File: src/rtl/rgb_to_colour.sv
// -----------------------------------------------------------------------------
// rgb_to_colour
// Reverse palette lookup: maps a 24-bit RGB key back to the 3-bit colour index
// whose palette entry matches it. The 8-entry palette lives in registers but is
// scanned one entry per clock, as a single-read-port memory would be.
//
// Ports
//   clk      in   1   system clock, rising edge
//   rst      in   1   synchronous active-high reset
//   enable   in   1   FSM clock-enable; low freezes scan state and outputs
//   start    in   1   lookup request, taken when start & ready & enable
//   rgb      in  24   lookup key, sampled on acceptance
//   wr_en    in   1   palette write strobe (independent of enable)
//   wr_addr  in   3   palette entry to write
//   wr_data  in  24   palette write data
//   ready    out  1   high while idle
//   valid    out  1   result strobe
//   hit      out  1   1 = match found, held until the next result
//   colour   out  3   matching index (0 on a miss), held until the next result
// -----------------------------------------------------------------------------
module rgb_to_colour #(
    parameter logic [23:0] MATCH_MASK = 24'hFFFFFF
) (
    input  logic        clk,
    input  logic        rst,
    input  logic        enable,
    input  logic        start,
    input  logic [23:0] rgb,
    input  logic        wr_en,
    input  logic [2:0]  wr_addr,
    input  logic [23:0] wr_data,
    output logic        ready,
    output logic        valid,
    output logic        hit,
    output logic [2:0]  colour
);

    localparam int unsigned RGB_W     = 24;
    localparam int unsigned IDX_W     = 3;
    localparam int unsigned N_ENTRIES = 8;
    localparam logic [IDX_W-1:0] LAST_IDX = IDX_W'(N_ENTRIES - 1);

    typedef enum logic [1:0] {
        IDLE = 2'd0,
        SCAN = 2'd1,
        DONE = 2'd2
    } state_e;

    state_e             state_q, state_d;
    logic [IDX_W-1:0]   ptr_q, ptr_d;
    logic [RGB_W-1:0]   key_q, key_d;
    logic               valid_q, valid_d;
    logic               hit_q, hit_d;
    logic [IDX_W-1:0]   colour_q, colour_d;
    logic               ready_q, ready_d;

    logic [RGB_W-1:0]   palette_q [N_ENTRIES];
    logic               entry_match_c;

    // Default palette: index bits select full-scale R, G and B channels.
    function automatic logic [RGB_W-1:0] default_entry(input logic [IDX_W-1:0] idx);
        return {{8{idx[2]}}, {8{idx[1]}}, {8{idx[0]}}};
    endfunction

    // Palette storage; writes proceed regardless of enable or FSM state.
    always_ff @(posedge clk) begin
        if (rst) begin
            for (int unsigned i = 0; i < N_ENTRIES; i++) begin
                palette_q[i] <= default_entry(IDX_W'(i));
            end
        end else if (wr_en) begin
            palette_q[wr_addr] <= wr_data;
        end
    end

    // Reads the pre-edge palette value, so a same-edge write to the compared
    // entry is not seen until the following scan.
    assign entry_match_c = ((palette_q[ptr_q] & MATCH_MASK) == (key_q & MATCH_MASK));

    // Next-state and output logic.
    always_comb begin
        state_d  = state_q;
        ptr_d    = ptr_q;
        key_d    = key_q;
        valid_d  = valid_q;
        hit_d    = hit_q;
        colour_d = colour_q;

        if (enable) begin
            unique case (state_q)
                IDLE: begin
                    if (start) begin
                        key_d   = rgb;
                        ptr_d   = '0;
                        state_d = SCAN;
                    end
                end
                SCAN: begin
                    // Scan runs upward from 0, so the first hit is the lowest index.
                    if (entry_match_c) begin
                        colour_d = ptr_q;
                        hit_d    = 1'b1;
                        valid_d  = 1'b1;
                        state_d  = DONE;
                    end else if (ptr_q == LAST_IDX) begin
                        colour_d = '0;
                        hit_d    = 1'b0;
                        valid_d  = 1'b1;
                        state_d  = DONE;
                    end else begin
                        ptr_d = ptr_q + IDX_W'(1);
                    end
                end
                DONE: begin
                    valid_d = 1'b0;
                    state_d = IDLE;
                end
                default: begin
                    state_d = IDLE;
                end
            endcase
        end

        ready_d = (state_d == IDLE);
    end

    // FSM and result registers.
    always_ff @(posedge clk) begin
        if (rst) begin
            state_q  <= IDLE;
            ptr_q    <= '0;
            key_q    <= '0;
            valid_q  <= 1'b0;
            hit_q    <= 1'b0;
            colour_q <= '0;
            ready_q  <= 1'b1;
        end else begin
            state_q  <= state_d;
            ptr_q    <= ptr_d;
            key_q    <= key_d;
            valid_q  <= valid_d;
            hit_q    <= hit_d;
            colour_q <= colour_d;
            ready_q  <= ready_d;
        end
    end

    assign ready  = ready_q;
    assign valid  = valid_q;
    assign hit    = hit_q;
    assign colour = colour_q;

endmodule

File: config.mk
export PLATFORM = sky130hd
export DESIGN_NAME = rgb_to_colour
export DESIGN_NICKNAME = d
export VERILOG_FILES = /design/src/rtl/rgb_to_colour.sv
export SDC_FILE = /design/constraint.sdc
export NUM_CORES = 1
export LEC_CHECK = 0
export CORE_ASPECT_RATIO = 0.75
export CORE_MARGIN = 5
export CORE_UTILIZATION = 60
export CTS_CLUSTER_SIZE = 25
export DETAILED_ROUTE_END_ITERATION = 10
export PLACE_DENSITY = 0.88
export SYNTH_ARGS = -nofsm -noshare
export SYNTH_HDL_FRONTEND = slang
export SYNTH_SLANG_ARGS = --single-unit
File: constraint.sdc
create_clock -name clk -period 4.5 [get_ports clk]
set_input_delay 0.675 -clock clk [delete_from_list [all_inputs] [get_ports clk]]
set_output_delay 0.675 -clock clk [all_outputs]
set_load 0.05 [all_outputs]
==> Word level (Yosys, flattened, before mapping) <==
Memories as Yosys holds them, arrays and structs flattened. A register that Yosys moved wholly into a read port is not among the register bits.
Cells that the tools add are included.
{ "totals": {"in_bits": 56, "rom_bits": 0, "output_inout_bits": 6, "regBits": 35, "ramBits": 192, "elab_cells": 53, "memories": 1, "latch_bits": 0} }
{ "classes": {"n_addsub": 1, "n_lt_le_gt_ge": 0, "div": 0, "shift": 0, "n_mux": 26, "mul": 0, "bitwise_logic": 0, "eq_ne": 8, "n_reduce_logical": 10} }
{ "memory_table": {"columns": ["memory", "depth", "word_bits", "read_ports", "rd_ports_with_merged_regs", "wr", "line_no", "text"], "rows": [
  ["palette_q", 8, 24, 1, 1, 8, "57", "logic [RGB_W-1:0] palette_q [N_ENTRIES];"]
]} }
{ "ops": {"columns": ["op", "n"], "rows": [
  ["24-bit == test", 1],
  ["24-bit two-way mux", 1],
  ["3-bit two-way mux", 8],
  ["24-bit OR reduction", 1],
  ["1-bit two-way mux", 10],
  ["3-bit AND reduction", 3],
  ["2-bit two-way mux", 4],
  ["2-bit != test (second input constant)", 3],
  ["3-bit case mux with 2 select lines", 1],
  ["2-bit nonzero test", 3],
  ["5-bit AND reduction", 1],
  ["2-bit zero test", 2],
  ["2-bit case mux with 2 select lines", 1],
  ["3-bit by 1-bit adder with 3-bit output (second input constant)", 1],
  ["3-bit == test (second input constant)", 1],
  ["3-bit != test (second input constant)", 1],
  ["2-bit by 1-bit == test with 1-bit output (second input constant)", 1],
  ["2-bit == test (second input constant)", 1],
  ["1-bit case mux with 2 select lines", 1]
]} }

==> Logic depth before layout (Yosys ltp) <==
{ "logic_depth": {"ltp_word": 6, "mapped_depth": 12, "ltp_nobuf": 8} }

==> Worst setup path after synthesis <==
OpenSTA, ideal clock, no wires.
{ "synth_path": {"path_kind": "in2reg", "startpoint": "input port rst", "endpoint": "memory palette_q[7][0], enable pin", "arrival_ns": 2.271, "path_slack_ns": 1.819, "setup_time_ns": 0.410, "path_stages": 3, "t_required_ns": 4.090, "n_path_buf": 1, "cell_sequence": "nand3b_1 clkbuf_1 o21bai_1"} }
{ "synth_rtl": {"columns": ["element", "line_no", "text"], "rows": [
  ["from (decl)", "25", "input logic rst,"],
  ["to (decl)", "57", null]
]} }

==> impl_metrics.csv <==
group,metric,value,unit
outcome,outcome,"completed",
synthesis,synth_cell_types,56,
global_routing,grt_pass1_wl,40.7,mm
cts,clockRootBuffer,"clkbuf_16",
critical_path,crit_cells,9,
timing,whs,0.465,ns
die,die_w,163,µm
power_and_ir_drop,internal-power,3.67,mW
detailed_routing,wl_per_cell,24.0,µm
synthesis,syn_area,10500,µm²
worst_hold_path,hold_class,"reg2reg",
cts,clk_pin_slew,0.06,ns
placement,place_ws,1.07,ns
detailed_routing,finalWirelength,26.5,mm
power_and_ir_drop,seqPwrFrac,0.524,
detailed_routing,drtAntennaViolNets,0,
global_routing,grt_max_degree,47,
critical_path,r2r_cells,9,
cts,htree_num_levels,1,
die,die_h,125,µm
final_layout,instances_no_fill,1104,
synthesis,yosysSeqAreaShare,0.621,
cts,cts_made_buffers,23,
power_and_ir_drop,swShare,0.224,
power_and_ir_drop,p_leak,4.02,nW
detailed_routing,drc,0,
critical_path,slowest_stage,"nor2b_1",
critical_path,critical_path_class,"reg2reg",
timing,hold_violations,0,
cts,cts_setup_buffers,0,
critical_path,cp-start-kind,"flip-flop",
synthesis,synth.largest_area_cell,"edfxtp_1",
cts,clock_sinks,230,
timing,drv_slew,0,
timing,rsz0062_at_grt,"no",
detailed_routing,dr.pass1.iters,6,
detailed_routing,avgViaCountPerCell,6.22,
power_and_ir_drop,comb_power_share,0.071,
critical_path,crit_path_cell_trace,"buf_4 > nor2b_1 > a22oi_1 > a21o_1 > a211o_1 > nor4_4 > nand4_2 > or2_1 > a21oi_1",
synthesis,ys_ff_latch,230,
timing,post-route-period-util,0.764,
synthesis,synth-edff-count,192,
synthesis,synth_commonest_cells,"edfxtp_1 (192), and2_1 (100), or3_1 (91), mux2i_1 (60), nand2_1 (59)",
critical_path,cp.arrival,3.87,ns
global_routing,antenna_found_initial,0,
synthesis,synth_area_leaders,"edfxtp_1 (55%), dfxtp_1 (7.2%), and2_1 (6.0%), mux2i_1 (5.7%), or3_1 (5.4%)",
worst_hold_path,hold-path-cell-count,2,
synthesis,yosysTopAreaCellShare,0.549,
timing,setup_ws,1.06,ns
placement,gp_congestion,0.875,
cts,ctsHoldBuffers,0,
synthesis,syn-num-nets,853,
cts,cts_resized,0,
job,max_cap_viol_count,0,
die,core,17000,µm²
synthesis,syn_inst,795,
die,pin_count,62,
cts,cts_buffer_depth,3,
cts,tritoncts,"built",
die,start_util,0.619,
placement,placed_cells,1064,
final_layout,fin_nets,911,
synthesis,synth_most_common_cell,"edfxtp_1",
die,fp-row-count,41,
synthesis,async_flop_share,0,
synthesis,synth_flop_cell,"edfxtp_1",
power_and_ir_drop,irDropWorstVdd,0.310,mV
final_layout,layout-drive-gt1-share,0.119,
power_and_ir_drop,powerDensity,391,nW/µm²
final_layout,nFillCells,1110,
synthesis,syn_avg_cell_area,13.2,µm²
critical_path,path_delay_family,"simple AND/OR/NAND/NOR gates",
final_layout,antenna_cells,0,
timing,min_period,3.44,ns
critical_path,max_stage_delay,0.59,ns
placement,dp_hpwl,16.8,mm
timing,skew,0.0172,ns
timing,setup_viol,0,
die,die_area,20300,µm²
cts,insertion_delay,0.51,ns
critical_path,cp-end-kind,"flip-flop",
global_routing,grtUsageTotal,0.261,
power_and_ir_drop,finalPower,4.73,mW
critical_path,required,4.94,ns
detailed_routing,vias,6871,
power_and_ir_drop,power_frac_clock,0.405,
power_and_ir_drop,p_sw,1.06,mW
final_layout,area_delta_synth_final,15.2,%
global_routing,grt_pass1_vias,6943,
critical_path,crit_fanout,15,
timing,finalSetupTns,0,ns
detailed_routing,drt_iter0_drc,845,
placement,port_buffers,61,
critical_path,path_buf_inv,1,
synthesis,yosys_warnings,0,
global_routing,overflow,0,
timing,tightest_slew,1.02,ns
timing,fmax,291,MHz
timing,relSlewSlack,0.321,
power by group through the flow:
stage | clock network, mW | registers, mW | logic [mW]
CTS | 1.92 | 2.48 | 0.331
finish | 1.92 | 2.48 | 0.336
detailed placement | 0 | 2.52 | 0.328
global placement | 0 | 2.52 | 0.320
floorplan | 0 | 2.50 | 0.178
global route | 2.01 | 2.49 | 0.358
metrics by stage:
stage	utilization	instance area, µm²
after CTS	0.712	12100
after global routing	0.712	12100
after floorplan	-	10500
after global placement	0.668	11300
final	0.712	12100
after detailed placement	0.668	11300
registers in the layout (all words and copies together) (netlist names), named ones only:
name and flops:
colour 3, hit 1, key_q 24, palette_q 192, ptr_q 3, ready 1, state_q 2, valid 1
placed cells by master, fill, tap and decap left out, drive strengths merged, types with 8 or more instances in the layout:
cell type	instances
clkbuf	26
mux4	22
buf	23
xor2	9
or2	10
a21oi	36
clkinv	8
edfxtp	192
mux2i	60
or3	91
clkdlybuf4s50	60
nand2	59
and2	100
nand2b	12
dfxtp	38
a22oi	17
nor2	16
inv	8
final cells by class:
class                      instances  area [µm²]  share of cell area
clock buffer                      26         587              0.0485
multi-input combinational        508        3730               0.308
clock inverter                    14         159              0.0131
sequential                       230        6530               0.540
timing repair buffer              83         771              0.0637
inverter                           7        26.3             0.00217
tap                              236         295              0.0244
path summary, 6_finish.rpt:
| path | start | end | slack [ns] |
|---|---|---|---|
| hold / removal | colour[1] | colour[1] | 0.46 |
| setup reg to reg | flip-flop | colour[2] | 1.06 |
| setup / recovery | flip-flop | colour[2] | 1.06 |
| hold reg to reg | colour[1] | colour[1] | 0.46 |
metal layers:
layer	global-route usage	share of wire	routed length, µm	vias to the layer above
met4	0.104	0.042	1110	0
met3	0.0533	0.098	2590	61
met5	0	0	0	-
li1	-	-	-	3067
met1	0.367	0.40	10500	3366
met2	0.401	0.46	12200	377
cell families (layout without fill, tap and decap cells):
group           Yosys count  in the layout  share of synthesized area
mux                      88             88                      0.111
compound gates           81             81                     0.0494
flops                   230            230                      0.621
simple gates            325            325                      0.180
xor+xnor                 12             12                     0.0100
fa+ha+maj                 2              2                    0.00238
buf+inv                  57            130                     0.0256
worst register-to-register path: cells and delay by family, from the launching register on:
kind / cells / cell delay, ns
buffers and inverters: 1 / 0.37
DFF: 1 / 0.57
AOI/OAI and AO/OA: 4 / 0.93
and+or+nand+nor: 4 / 1.48
Power figures use the tool's default switching activity.
